--- src/rtl/dmem_arbiter.sv ---
// Round-robin two-port front end for a single-port word memory: byte/half loads with extension,
// sub-word stores sequenced as read-modify-write.
module dmem_arbiter #(
  parameter int unsigned dep = 64,
  parameter int unsigned wid = 32
) (
  input  logic           clk,
  input  logic           rst,

  input  logic           a_valid,
  output logic           a_ready,
  input  logic           a_we,
  input  logic [1:0]     a_size,
  input  logic           a_unsigned,
  input  logic [wid-1:0] a_addr,
  input  logic [wid-1:0] a_wdata,

  input  logic           b_valid,
  output logic           b_ready,
  input  logic           b_we,
  input  logic [1:0]     b_size,
  input  logic           b_unsigned,
  input  logic [wid-1:0] b_addr,
  input  logic [wid-1:0] b_wdata,

  output logic           resp_valid_a,
  output logic           resp_valid_b,
  output logic [wid-1:0] resp_rdata,
  output logic           resp_err,

  output logic [wid-1:0] mem_address,
  output logic [wid-1:0] mem_wd,
  output logic           mem_we,
  input  logic [wid-1:0] mem_rdata
);

  typedef enum logic [1:0] {StIdle, StAccess, StWrite, StResp} state_e;

  state_e         state_q;
  logic           prio_b_q;   // 1: B wins the next tie
  logic           sel_b_q;
  logic           we_q;
  logic           uns_q;
  logic [1:0]     size_q;
  logic [1:0]     lane_q;
  logic [wid-1:0] idx_q;
  logic [wid-1:0] wdata_q;
  logic [wid-1:0] merge_q;
  logic           resp_valid_a_q;
  logic           resp_valid_b_q;
  logic [wid-1:0] resp_rdata_q;
  logic           resp_err_q;

  logic           grant_a;
  logic           grant_b;
  logic           req_we;
  logic           req_uns;
  logic [1:0]     req_size;
  logic [wid-1:0] req_addr;
  logic [wid-1:0] req_wdata;
  logic [wid-1:0] req_idx;
  logic           req_err;
  logic           align_err;
  logic [7:0]     ld_byte;
  logic [15:0]    ld_half;
  logic [wid-1:0] load_val;
  logic [wid-1:0] merged;
  logic           word_store;

  always_comb begin
    grant_a = (state_q == StIdle) && !rst && a_valid && (!b_valid || !prio_b_q);
    grant_b = (state_q == StIdle) && !rst && b_valid && (!a_valid || prio_b_q);
  end

  assign a_ready = grant_a;
  assign b_ready = grant_b;

  always_comb begin
    req_we    = grant_b ? b_we       : a_we;
    req_uns   = grant_b ? b_unsigned : a_unsigned;
    req_size  = grant_b ? b_size     : a_size;
    req_addr  = grant_b ? b_addr     : a_addr;
    req_wdata = grant_b ? b_wdata    : a_wdata;
    req_idx   = req_addr >> 2;
  end

  always_comb begin
    align_err = 1'b0;
    unique case (req_size)
      2'd0:    align_err = 1'b0;
      2'd1:    align_err = req_addr[0];
      2'd2:    align_err = (req_addr[1:0] != 2'b00);
      default: align_err = 1'b1;
    endcase
    req_err = align_err || (req_idx >= wid'(dep));
  end

  // Lane select and extension for loads, lane replacement for sub-word stores.
  always_comb begin
    ld_byte  = mem_rdata[{lane_q, 3'b000} +: 8];
    ld_half  = mem_rdata[{lane_q[1], 4'b0000} +: 16];
    load_val = mem_rdata;
    unique case (size_q)
      2'd0: load_val = uns_q ? {{(wid-8){1'b0}}, ld_byte} : {{(wid-8){ld_byte[7]}}, ld_byte};
      2'd1: load_val = uns_q ? {{(wid-16){1'b0}}, ld_half} : {{(wid-16){ld_half[15]}}, ld_half};
      default: load_val = mem_rdata;
    endcase

    merged = merge_q;
    unique case (size_q)
      2'd0:    merged[{lane_q, 3'b000} +: 8] = wdata_q[7:0];
      2'd1:    merged[{lane_q[1], 4'b0000} +: 16] = wdata_q[15:0];
      default: merged = wdata_q;
    endcase
  end

  assign word_store = we_q && (size_q == 2'd2);

  // Write enable is combinational so that reset can kill a write in the same cycle.
  always_comb begin
    mem_we = 1'b0;
    mem_wd = '0;
    if (state_q == StAccess && word_store) begin
      mem_we = !rst;
      mem_wd = wdata_q;
    end else if (state_q == StWrite) begin
      mem_we = !rst;
      mem_wd = merged;
    end
  end

  assign mem_address  = idx_q;
  assign resp_valid_a = resp_valid_a_q;
  assign resp_valid_b = resp_valid_b_q;
  assign resp_rdata   = resp_rdata_q;
  assign resp_err     = resp_err_q;

  always_ff @(posedge clk) begin
    if (rst) begin
      state_q        <= StIdle;
      prio_b_q       <= 1'b0;
      sel_b_q        <= 1'b0;
      we_q           <= 1'b0;
      uns_q          <= 1'b0;
      size_q         <= 2'd0;
      lane_q         <= 2'd0;
      idx_q          <= '0;
      wdata_q        <= '0;
      merge_q        <= '0;
      resp_valid_a_q <= 1'b0;
      resp_valid_b_q <= 1'b0;
      resp_rdata_q   <= '0;
      resp_err_q     <= 1'b0;
    end else begin
      resp_valid_a_q <= 1'b0;
      resp_valid_b_q <= 1'b0;
      unique case (state_q)
        StIdle: begin
          if (grant_a || grant_b) begin
            prio_b_q <= grant_a;
            sel_b_q  <= grant_b;
            we_q     <= req_we;
            uns_q    <= req_uns;
            size_q   <= req_size;
            lane_q   <= req_addr[1:0];
            idx_q    <= req_idx;
            wdata_q  <= req_wdata;
            if (req_err) begin
              state_q        <= StResp;
              resp_valid_a_q <= grant_a;
              resp_valid_b_q <= grant_b;
              resp_rdata_q   <= '0;
              resp_err_q     <= 1'b1;
            end else begin
              state_q <= StAccess;
            end
          end
        end
        StAccess: begin
          if (we_q && !word_store) begin
            merge_q <= mem_rdata;
            state_q <= StWrite;
          end else begin
            state_q        <= StResp;
            resp_valid_a_q <= !sel_b_q;
            resp_valid_b_q <= sel_b_q;
            resp_rdata_q   <= we_q ? '0 : load_val;
            resp_err_q     <= 1'b0;
          end
        end
        StWrite: begin
          state_q        <= StResp;
          resp_valid_a_q <= !sel_b_q;
          resp_valid_b_q <= sel_b_q;
          resp_rdata_q   <= '0;
          resp_err_q     <= 1'b0;
        end
        StResp: begin
          state_q <= StIdle;
        end
        default: state_q <= StIdle;
      endcase
    end
  end

endmodule
--- config.mk ---
export PLATFORM = sky130hd
export DESIGN_NAME = dmem_arbiter
export DESIGN_NICKNAME = d
export VERILOG_FILES = /design/src/rtl/dmem_arbiter.sv
export SDC_FILE = /design/constraint.sdc
export NUM_CORES = 1
export LEC_CHECK = 0
export BUFFER_PORTS_ARGS = -buffer_cell sky130_fd_sc_hd__buf_2
export CORE_ASPECT_RATIO = 0.75
export CORE_MARGIN = 2
export CORE_UTILIZATION = 52
export CTS_BUF_LIST = sky130_fd_sc_hd__clkbuf_4
export DETAILED_ROUTE_END_ITERATION = 8
export GPL_ROUTABILITY_DRIVEN = 1
export PLACE_DENSITY = 0.83
export REMOVE_ABC_BUFFERS = 1
export SLEW_MARGIN = 5
export SYNTH_ARGS = -nofsm -noshare
export SYNTH_HDL_FRONTEND = slang
export SYNTH_SLANG_ARGS = --single-unit
--- constraint.sdc ---
create_clock -name clk -period 2.9 [get_ports clk]
set_input_delay 0.145 -clock clk [delete_from_list [all_inputs] [get_ports clk]]
set_output_delay 0.145 -clock clk [all_outputs]
set_load 0.03 [all_outputs]
-- Word level (Yosys, flattened, before mapping)
Index checks and enable logic that the tools add are counted.
- $add $sub $neg: 2
- magnitude comparators: 1
- equality and inequality tests: 10
- shifts and indexed selects: 6
- mux-type cells: 37
- reduce and logical (&&, ||, !) cells: 26
- operator list (operator ; number):
    $mux W32 ; 10
    $pmux W32 S2 ; 2
    $pmux W32 S3 ; 1
    $bwmux W32 ; 2
    $shift A16 B7 Y32 const A ; 1
    $shift A8 B7 Y32 const A ; 1
    $shiftx A16 B7 Y32 ; 1
    $shiftx A32 B6 Y16 ; 1
    $shiftx A32 B6 Y8 ; 1
    $shiftx A8 B7 Y32 ; 1
    $ge A30 B7 Y1 const B ; 1
    $mux W1 ; 14
    $neg A5 Y7 ; 2
    $pmux W1 S3 ; 4
    $eq A2 B2 Y1 const B ; 4
    $logic_and A1 B1 Y1 ; 8
    $pmux W2 S4 ; 1
    $eq A2 B1 Y1 const B ; 3
    $logic_not A1 Y1 ; 6
    $logic_not A2 Y1 ; 3
    $mux W2 ; 3
    $logic_or A1 B1 Y1 ; 4
    $ne A2 B2 Y1 const B ; 2
    $reduce_and A2 Y1 ; 2
    4 further kinds ; 4
- flip-flop bits (word level): 139
- bits of input ports: 172
- output and inout port bits: 102
- logic and storage cells: 96

-- Longest topological paths before layout
Gate-level depths: netlist of run 1.
- depth after elaboration: 11
- gate-level depth with buffers: 9
- mapped depth without buffers: 8

-- Least setup slack after synthesis of run 1
Ideal clock, no wire load.
- kind: register -> output
- start point: register lane_q[1]
- end point: output mem_wd[16]
- arrival: 2457 ps
- data required time: 2755 ps
- setup slack: 298 ps
- cell stages (with the launch flop): 8
- path buffers: 1
- path through: dfxtp_1 -> clkbuf_1 -> inv_2 -> ha_1 -> nor4b_1 -> a221oi_1 -> a21oi_1 -> a22o_1
- cells in the longest elaborated chain, start to end: 6
- elaborated cells between the ends (all ways): 11
- classes of those cells: add/sub: 2; shift: 4; mux: 5
- RTL lines (element ; line ; RTL):
    from (decl) ; 45 ; logic [1:0] lane_q;
    from (signal assigned) ; 165 ; lane_q <= req_addr[1:0];
    $neg A5 Y7, on equally long branches ; 112, 111 ;
    $shiftx A16 B7 Y32 (tied with other cells) ; 112 ; 2'd1: merged[{lane_q[1], 4'b0000} +: 16] = wdata_q[15:0];
    $bwmux W32, on equally long branches ; 112, 111 ;
    $pmux W32 S2 * ; 110 ; unique case (size_q)
    $mux W32 * ; 126 ; end else if (state_q == StWrite) begin
    $mux W32 * ; 123 ; if (state_q == StAccess && word_store) begin
    to (decl) ; 32 ; output logic [wid-1:0] mem_wd,
Every way passes the cells marked *; elsewhere a longest branch is shown, timed or not.

-- Worst setup path in the final report of run 1
- start point: register lane_q[0]
- end point: output mem_wd[8]
- cells in the longest elaborated chain, start to end: 6
- elaborated cells between the ends (all ways): 7
- classes of those cells: add/sub: 1; shift: 2; mux: 4
- RTL lines (element ; line ; RTL):
    $neg A5 Y7 * ; 111 ; 2'd0: merged[{lane_q, 3'b000} +: 8] = wdata_q[7:0];
    $shiftx A8 B7 Y32 / $shift A8 B7 Y32 (equally long branches) ; 111 ;
    $bwmux W32 * ; 111 ;
    $pmux W32 S2 * ; 110 ;
    $mux W32 * ; 126 ;
    $mux W32 * ; 123 ;
Marked as above.

==> results of run 1 <==
==> power breakdown <==
part	internal [mW]	switching [mW]
Sequential	2.28	0.325
Clock	0.682	0.733
Combinational	1.45	2.19
==> worst max-delay path, cell delays in order (launching register included) <==
cell and delay (ps):
dfxtp_4 440, inv_2 80, ha_1 330, nand2_1 70, nor3_1 250, buf_4 210, a21oi_1 70, o21ai_0 240
a22o_1 180, buf_2 200
==> kinds of logic (layout without fill, tap and decap cells) <==
kind of cell / after synthesis / in the layout
flops: 139 / 139
other cells: 1 / 3
compound gates: 264 / 265
mux: 51 / 51
buf+inv: 98 / 517
simple gates: 406 / 406
fa+ha+maj: 11 / 11
==> repair_timing <==
action / 4_1_cts / 5_1_grt
setup endpoints to repair: 9 / 82
resized for setup: 2 / 12
buffers inserted: 0 / 3
gates cloned: 0 / 1
hold endpoints to repair: 126 / 0
hold buffers: 170 / 0
pin swaps: 0 / 0
==> cell usage after synthesis (2+ instances only) <==
cell / n / area, sq um
a221o_1: 7 / 70.1
a211oi_1: 2 / 15.0
a311oi_1: 70 / 613
inv_2: 6 / 22.5
a31oi_1: 2 / 12.5
nand4_1: 3 / 18.8
a22o_1: 31 / 272
o211ai_1: 2 / 15.0
o21a_1: 4 / 30.0
buf_6: 3 / 33.8
o21ai_0: 37 / 185
buf_4: 2 / 15.0
buf_2: 2 / 10.0
o22ai_1: 3 / 18.8
mux2i_1: 47 / 470
o221ai_1: 7 / 61.3
a21oi_1: 62 / 310
nand3_1: 3 / 15.0
ha_1: 11 / 138
mux2_1: 2 / 22.5
inv_1: 11 / 41.3
clkbuf_1: 63 / 236
nor2_1: 84 / 315
a32oi_1: 8 / 70.1
nor4_1: 14 / 87.6
o21ai_1: 7 / 35.0
a221oi_1: 18 / 158
dfxtp_1: 139 / 2780
nand2b_1: 34 / 213
nand2_1: 245 / 920
buf_1: 10 / 37.5
nor3_1: 2 / 10.0
nor2b_1: 14 / 87.6
==> metal layers <==
layer / share of wire (%) / global-route usage (%) / routed length, microns
met5: 0 / 0 / 0
met4: 4.2 / 17.4 / 1240
met3: 9.8 / 9.12 / 2880
met2: 47 / 60.1 / 13800
met1: 39 / 45.8 / 11500
==> through the flow <==
| step | worst slack (ps) | std cells | hold WS [ps] | power [mW] |
|---|---|---|---|---|
| 3_3_place_gp | 492 | 1362 | 410 | 5.57 |
| 5_1_grt | -1.27 | 1567 | 33.4 | 8.02 |
| 2_1_floorplan | -1270 | 891 | 214 | 4.66 |
| 6_report | 137 | 1567 | 33.7 | 7.66 |
| 4_1_cts | 29.8 | 1562 | 0.382 | 7.42 |
| 3_5_place_dp | 390 | 1362 | 410 | 5.62 |
==> flip-flops by register name, indices dropped and copies added (netlist names) <==
signal	flops
lane_q	2
mem_address	30
merge_q	32
prio_b_q	1
resp_err	1
resp_rdata	32
resp_valid_a	1
resp_valid_b	1
sel_b_q	1
size_q	2
state_q	2
uns_q	1
wdata_q	32
we_q	1
==> worst paths after layout <==
check                           startpoint        endpoint  slack, ps  cells past startpoint
worst max-delay path             lane_q[0]       mem_wd[8]        140                      9
worst min-delay path               a_valid         sel_b_q         30                      4
worst max register to register  state_q[1]  mem_address[1]        160                      8
worst min register to register  merge_q[5]      merge_q[5]        470                      2
==> layout make-up <==
| cell class | count | area, sq um | area share, % |
|---|---|---|---|
| multi-input cells | 735 | 4370 | 39.5 |
| repair buffers | 469 | 3310 | 29.9 |
| flip-flops and latches | 139 | 2790 | 25.2 |
| well taps | 175 | 219 | 1.98 |
| clock inverters | 12 | 174 | 1.57 |
| clock buffers | 18 | 135 | 1.22 |
| inverters | 18 | 67.6 | 0.610 |
| diodes | 1 | 2.50 | 0.0226 |
==> metrics, run 1 <==
IR drop worst, VDD=0.000541 V; Vias=9503; number of max-cap violations=0; initial core utilization=54.0%; cell leakage power=4.91 nW; largest clock skew in the final design=17.3 ps; max-slew violation total from the final report=0; synthesized-area fraction occupied by adder cells=1.84%; number of buffers on the longest clock path=2; most used flip-flop cell after synthesis=dfxtp_1; start-to-end type of the worst setup path=flip-flop to output pin; Overall Global Routing Usage=36.7%; arrival time of the worst setup path=2620 ps; share of layout cells above drive strength 1=25.3%; CTS Root Cell=clkbuf_4; area share of and/or/nand/nor cells after synthesis=23.0%; dominant combinational cell family by area after synthesis=compound AO/OA/AOI/OAI gates; standard cell area after detailed placement=0.00897 sq mm; total wire length after detailed routing=29400 microns; Worst Path Required=2760 ps; Max FO, Critical Path=9; number of buffers added on ports=271; number of iterations in the first detailed-routing pass=5; gate count after technology mapping=970; warning count from the yosys run=0; Die Span Y=108 microns; most used cells in the layout excluding fill and tap cells=270 x buf_2, 245 x nand2_1, 170 x dlygate4sd3_1; area share of xor/xnor cells in the synthesized design=0%; post-synthesis sequential element count=139; 1st-iter DRT viols=1019; post-synth design cell area=0.00749 sq mm; routability congestion estimate from global placement=0.887; number of different library cells in the post-synthesis netlist=48; largest net degree at the start of global routing=98; core area=0.0139 sq mm; drt via density=6.06; final period utilization=95.3%; outcome=complete, no violations; slew at the pin closest to its max-slew limit=976 ps; number of antenna violations at the first check in global routing=1; clock tree sinks=139; multiplexer share of the synthesized area=7.03%; global route overflow=0; row cnt=37; power per cell area=692 mW/mm^2; Setup crit end kind=output pin; share of flip-flops with an asynchronous set or reset after synthesis=0%; achievable frequency=362 MHz; area of the die=0.0154 sq mm; final routed DRC violation total=0; setup repair after global routing missed its margin=yes; Critical Path Source Type=flip-flop; first-pass GRT wire length=45400 microns; Compound-Gate Fraction of Synth Area=25.6%; most common cell after layout, fill and taps aside=buf_2; number of enable flip-flop cells after synthesis=0; fill cell instance count of the final layout=936; mean instance size in the synthesized netlist=7.73 sq um; DP HPWL=17100 microns; sequential share of the synthesized area=37.1%; synthesis-to-finish area growth=47.7%; TritonCTS clock tree=done; Clock Latency Late Sink=530 ps; vias in the first global route=9218; Relative slew margins=34.9%; time the worst path needs with I/O delays and setup=2760 ps; clock transition at the registers of the reported paths=130 ps; path category of the worst min-delay check=input pin to flip-flop; utilization of the core after routing=79.7%; number of nets still failing antenna checks after routing=0; number of hold violations in the final report=0; IO Pins=274; routed length per instance=18.8 microns; number of CTS-inserted buffers=17; final design area excluding fillers=0.0111 sq mm; Final TNS setup=0 ps; NumNets Final=1563; H-tree level count=4; number of setup violations in the final report=0; die width=143 microns
Power figures use the tool's default switching activity.
==> inputs of run 2 (changes only) <==
- CORE_UTILIZATION: 52 -> 30
- PLACE_DENSITY: 0.83 -> unset
- SLEW_MARGIN: 5 -> 15
==> run 2 against run 1 <==
Flip-flop and latch count unchanged; register-to-register slack improved by 30 ps; power increased by 0.32%; global-route usage fell by 15 points; worst setup slack better by 46 ps; clock skew is 9.6 ps higher; critical path type unchanged; die area rose by 71%; clock-buffer cell count decreased by 1; clock power rose by 3%; largest power group unchanged; design area is 3.0% higher; critical path depth is 1 lower; critical endpoint is now mem_wd[22]; sequential share of layout area shrank 0.70 points.
==> metrics, run 2 (synthesis results as in run 1) <==
number of iterations in the first detailed-routing pass=5 (unchanged); number of hold violations in the final report=0 (unchanged); multi-input combinational cell area=0.00439 sq mm (+0.57%); synthesis-to-finish area growth=52.1%; slowest stage cell on the critical path=dfxtp_1; start-to-end type of the worst setup path=flip-flop to output pin; DP HPWL=19900 microns (+16%); number of max-cap violations=0 (unchanged); number of buffers on the longest clock path=2 (unchanged); slew at the pin closest to its max-slew limit=754 ps (-222 ps); Max FO, Critical Path=8 (-1); Overall Global Routing Usage=22.0% (-15 points); Vias=8930 (-6.0%); setup repair after global routing missed its margin=no; sum of internal, switching and leakage power=7.68 mW (+0.32%); min-delay src=rst; outcome=complete, no violations; largest net degree at the start of global routing=71 (-28%); setup slack on the worst flop-to-flop path=190 ps (+30 ps); first-pass GRT wire length=45900 microns (+1.1%); fill cell instance count of the final layout=2463 (+160%); Worst Setup Slack, final=183 ps (+46.4 ps); NumNets Final=1572 (+0.58%); net load switching power=3.31 mW (+2.0%); area of the die=0.0263 sq mm (+71%); total wire length after detailed routing=30200 microns (+2.6%); sw frac=43.1% (+0.70 points); combined buffer and inverter count along the critical path=3 (unchanged); most used cells in the layout excluding fill and tap cells=268 x buf_2, 245 x nand2_1, 171 x dlygate4sd3_1; IO Pins=274 (unchanged); time the worst path needs with I/O delays and setup=2720 ps (-46.4 ps); clock transition at the registers of the reported paths=130 ps (about the same); share of layout cells above drive strength 1=26.1% (+0.80 points); TritonCTS clock tree=done; Crit Reg-Reg Endpoint=wdata_q[21]; worst slack at placement=330 ps (-60.3 ps); Setup crit end kind=output pin; kind of cell adding the most delay to the critical path=buffers and inverters; achievable frequency=368 MHz (+1.7%); cell leakage power=4.94 nW (+0.75%); 1st-iter DRT viols=553 (-46%); number of diodes added for antenna fixing=0 (-1); Seq pwr share=33.5% (-0.5 points); clock tree sinks=139 (unchanged); utilization of the core after routing=46.0% (-34 points); register area=0.00279 sq mm (about the same); power per cell area=674 mW/mm^2 (-2.6%); number of buffers added on ports=271 (unchanged); Die Span Y=141 microns (+30%); routed length per instance=17.3 microns (-7.6%); final period utilization=93.7% (-1.6 points); worst hold margin=199 ps (+165 ps); drt via density=5.13 (-15%); number of CTS-inserted buffers=17 (unchanged); arrival time of the worst setup path=2570 ps (-50 ps); Worst Path Required=2760 ps (about the same); number of nets still failing antenna checks after routing=0 (unchanged); max-slew violation total from the final report=0 (unchanged); Clock Latency Late Sink=590 ps (+60 ps); row cnt=50 (+35%); WHS Path Cells=3 (-1); cell count of the worst reg-to-reg path=8 (unchanged); Relative slew margins=49.8% (+15 points); number of antenna violations at the first check in global routing=0 (-1); fraction of power consumed by the clock network=18.9% (+0.4 points); path category of the worst min-delay check=input pin to flip-flop; number of setup violations in the final report=0 (unchanged); worst reg2reg path startpoint=state_q[0]; worst min-delay path endpoint=state_q[1]; die width=186 microns (+31%); Critical Path Source Type=flip-flop; CP max stage delay=380 ps (-60 ps); power share of the combinational group=47.6% (about the same); design internal power=4.37 mW (-0.90%); H-tree level count=4 (unchanged); vias in the first global route=8605 (-6.7%); non-filler cells in the finished layout=1740 (+11%); IR drop worst, VDD=0.000398 V (-26%); global route overflow=0 (unchanged); largest clock skew in the final design=26.9 ps (+9.63 ps); dpl cells=1528 (+12%); core area=0.0248 sq mm (+78%); critical-path cell list=inv_1 > ha_1 > nand2_1 > or3_4 > o21ai_2 > buf_4 > a22o_1 > buf_2; routability congestion estimate from global placement=0.877 (-1.1%); CTS Root Cell=clkbuf_4; most common cell after layout, fill and taps aside=buf_2; initial core utilization=30.2% (-24 points); final routed DRC violation total=0 (unchanged)
## run 2: cell count changes in the layout (fill, tap and decap cells not counted), moves of 2 or more
cell,before,now
buf_4,23,31
clkinvlp_4,3,6
inv_6,1,4
buf_2,270,268
buf_6,3,1
clkinv_1,2,0
ha_1,10,8
ha_4,0,2
## run 2: routing by layer
layer	GRT usage (%)	wire length, microns	part of all wire [%]
met1	28.1	13600	45
met2	35.6	13600	45
met3	6.35	2270	7.5
met4	7.56	697	2.3
met5	0	0	0
## run 2: worst max-delay path by stage
stage,slack (ps),cells after the start,end,from
after floorplan,-1270,8,resp_err,state_q[0]
after CTS,10,9,mem_wd[23],lane_q[1]
after global placement,420,9,resp_rdata[22],state_q[0]
after detailed placement,330,9,resp_rdata[2],state_q[0]
after global routing,0.2,8,mem_wd[31],state_q[1]
final,180,8,mem_wd[22],state_q[1]
## run 2: layout make-up
class,instances,share of cell area [%]
Tap cell,338,3.71
Sequential cell,139,24.5
Inverter,18,0.626
Clock inverter,15,1.65
Clock buffer,17,1.12
Timing Repair Buffer,478,29.9
Multi-Input combinational cell,735,38.5
## run 2: power groups by stage
stage | combinational, mW | sequential [mW] | clock [mW]
5_1_grt | 3.94 | 2.62 | 1.58
2_1_floorplan | 1.67 | 2.99 | 0
4_1_cts | 3.51 | 2.57 | 1.51
3_3_place_gp | 3.09 | 2.60 | 0
6_report | 3.65 | 2.57 | 1.46
3_5_place_dp | 3.11 | 2.61 | 0
## run 2: worst min-delay path, stage by stage
cell     delay [ps]
buf_4           200
buf_4           230
a31oi_1         150
## run 2: metrics by stage
| step | instance area [sq um] | setup TNS, ps |
|---|---|---|
| 2_1_floorplan | 7160 | -98180 |
| 3_3_place_gp | 9200 | 0 |
| 3_5_place_dp | 9200 | 0 |
| 4_1_cts | 11200 | 0 |
| 5_1_grt | 11400 | 0 |
| 6_report | 11400 | 0 |
## run 2: timing repair
action / 4_1_cts / 5_1_grt
gates cloned: 0 / 2
resized for setup: 5 / 22
hold buffers: 171 / 0
buffers inserted: 0 / 7
endpoints found under the setup margin: 17 / 86
endpoints found under the hold margin: 136 / 0
==> inputs of run 3 (changes only) <==
- RECOVER_POWER: unset -> 100
==> run 3 against run 2 <==
Power decreased by 1.0%; critical path depth increased by 1; fmax decreased by 1.5%; die area unchanged; via count increased by 0.41%; clock skew decreased by 1.9 ps; sequential power about the same; cell count unchanged; clock-buffer cell count unchanged; routed wire length about the same; first-iteration DRC count decreased by 3.1%; worst setup slack got worse by 42 ps; critical endpoint is now mem_address[21].
==> metrics, run 3 (synthesis results as in run 1) <==
number of CTS-inserted buffers=17 (unchanged); global route overflow=0 (unchanged); Setup crit end kind=flip-flop; first-pass GRT wire length=45900 microns (unchanged); most common cell after layout, fill and taps aside=nand2_1; Worst Path Required=3430 ps (+670 ps); routed length per instance=17.3 microns (about the same); 1st-iter DRT viols=536 (-3.1%); Final TNS setup=0 ps (unchanged); share of layout cells above drive strength 1=21.0% (-5.1 points); CP max stage delay=610 ps (+230 ps); final design area excluding fillers=0.0113 sq mm (-0.98%); routability congestion estimate from global placement=0.877 (unchanged); Die Span Y=141 microns (unchanged); largest net degree at the start of global routing=71 (unchanged); core area=0.0248 sq mm (unchanged); start-to-end type of the worst setup path=flip-flop to flip-flop; largest clock skew in the final design=25.0 ps (-1.85 ps); IR drop worst, VDD=0.000387 V (-2.9%); area of the die=0.0263 sq mm (unchanged); number of iterations in the first detailed-routing pass=5 (unchanged); H-tree level count=4 (unchanged); slowest stage cell on the critical path=dlygate4sd3_1; NumNets Final=1572 (unchanged); multi-input combinational cell area=0.00439 sq mm (about the same); initial core utilization=30.2% (unchanged); DP HPWL=19900 microns (unchanged); number of antenna violations at the first check in global routing=0 (unchanged); Max FO, Critical Path=14 (+6); utilization of the core after routing=45.5% (-0.45 points); number of setup violations in the final report=0 (unchanged); clock transition at the registers of the reported paths=140 ps (about the same); Relative slew margins=13.5% (-36 points); TritonCTS clock tree=done; number of max-cap violations=0 (unchanged); cell count of the worst reg-to-reg path=9 (+1); register area=0.00279 sq mm (about the same); number of buffers on the longest clock path=2 (unchanged); fill cell instance count of the final layout=2488 (+1.0%); die width=186 microns (unchanged); outcome=complete, no violations; synthesis-to-finish area growth=50.6%; number of hold violations in the final report=0 (unchanged); cell leakage power=4.63 nW (-6.3%); non-filler cells in the finished layout=1740 (unchanged); setup repair after global routing missed its margin=no; power per cell area=674 mW/mm^2 (about the same); CTS Root Cell=clkbuf_4; WHS Path Cells=3 (unchanged); stages on the worst setup path=9 (+1); final period utilization=95.1% (+1.4 points); row cnt=50 (unchanged); dpl cells=1528 (unchanged); most used cells in the layout excluding fill and tap cells=245 x nand2_1, 177 x buf_2, 171 x dlygate4sd3_1; vias in the first global route=8605 (unchanged); total wire length after detailed routing=30200 microns (about the same); arrival time of the worst setup path=3290 ps (+720 ps); Critical Path Source Type=flip-flop; critical-path cell list=inv_1 > ha_2 > nor2b_2 > o21a_4 > buf_4 > clkbuf_2 > nor2_1 > a311oi_1 > dlygate4sd3_1; drt via density=5.15 (+0.41%); number of buffers added on ports=271 (unchanged); achievable frequency=363 MHz (-1.5%); IO Pins=274 (unchanged); path category of the worst min-delay check=input pin to flip-flop; worst hold margin=200 ps (+0.772 ps); combined buffer and inverter count along the critical path=4 (+1); Overall Global Routing Usage=22.0% (unchanged); final routed DRC violation total=0 (unchanged); Vias=8967 (+0.41%); max-slew violation total from the final report=0 (unchanged); Clock Latency Late Sink=590 ps (about the same); number of diodes added for antenna fixing=0 (unchanged); time the worst path needs with I/O delays and setup=2760 ps (+41.6 ps); clock tree sinks=139 (unchanged); slew at the pin closest to its max-slew limit=1300 ps (+543 ps); standard cell area after detailed placement=0.00920 sq mm (unchanged); kind of cell adding the most delay to the critical path=buffers and inverters; number of nets still failing antenna checks after routing=0 (unchanged)
-- run 3: cell count changes in the layout (fill, tap and decap cells not counted), sizes merged --
| cell | change |
|---|---|
| buf | -97 |
| clkbuf | +97 |
-- run 3: area by class of cell --
type / count / share of cell area, %
sequential: 139 / 24.7
clock buffer: 17 / 1.13
timing repair buffer: 478 / 29.2
inverter: 18 / 0.632
tap: 338 / 3.75
multi-input combinational: 735 / 38.9
clock inverter: 15 / 1.66
-- run 3: worst register-to-register path, cell delays in order (launching register included) --
cell           delay [ps]
dfxtp_1               370
inv_1                 150
ha_2                  280
nor2b_2               290
o21a_4                280
buf_4                 140
clkbuf_2              260
nor2_1                 70
a311oi_1              260
dlygate4sd3_1         610
-- run 3: power breakdown --
part / leakage (nW) / internal (mW) / switching, mW
Sequential: 1.14 / 2.28 / 0.297
Clock: 0.154 / 0.611 / 0.844
Combinational: 3.34 / 1.40 / 2.17
-- run 3: path summary, 6_finish.rpt --
| path | from | end | slack, ps |
|---|---|---|---|
| worst max-delay path | state_q[0] | mem_address[21] | 140 |
| worst min-delay path | rst | state_q[1] | 200 |
| worst max register to register | state_q[0] | mem_address[21] | 140 |
| worst min register to register | merge_q[5] | merge_q[5] | 470 |
-- run 3: through the flow --
| stage | power (mW) | setup slack, ps |
|---|---|---|
| floorplan | 4.66 | -1270 |
| global placement | 5.69 | 418 |
| detailed placement | 5.72 | 330 |
| CTS | 7.59 | 10.9 |
| global route | 8.06 | 5.40 |
| finish | 7.60 | 142 |
-- run 3: what timing repair did --
| item | CTS | global route |
|---|---|---|
| resized for setup | 5 | 22 |
| pin swaps | 0 | 0 |
| hold endpoints to repair | 136 | 0 |
| setup buffers | 0 | 7 |
| endpoints found under the setup margin | 17 | 86 |
| gates cloned | 0 | 2 |
| hold buffers | 171 | 0 |
-- run 3: metal layers --
metal	GRT usage [%]	share of wire [%]	up-vias
li1	-	-	4317
met1	28.1	45	4221
met2	35.6	45	370
met3	6.35	7.4	59
met4	7.56	2.5	0
met5	0	0	-
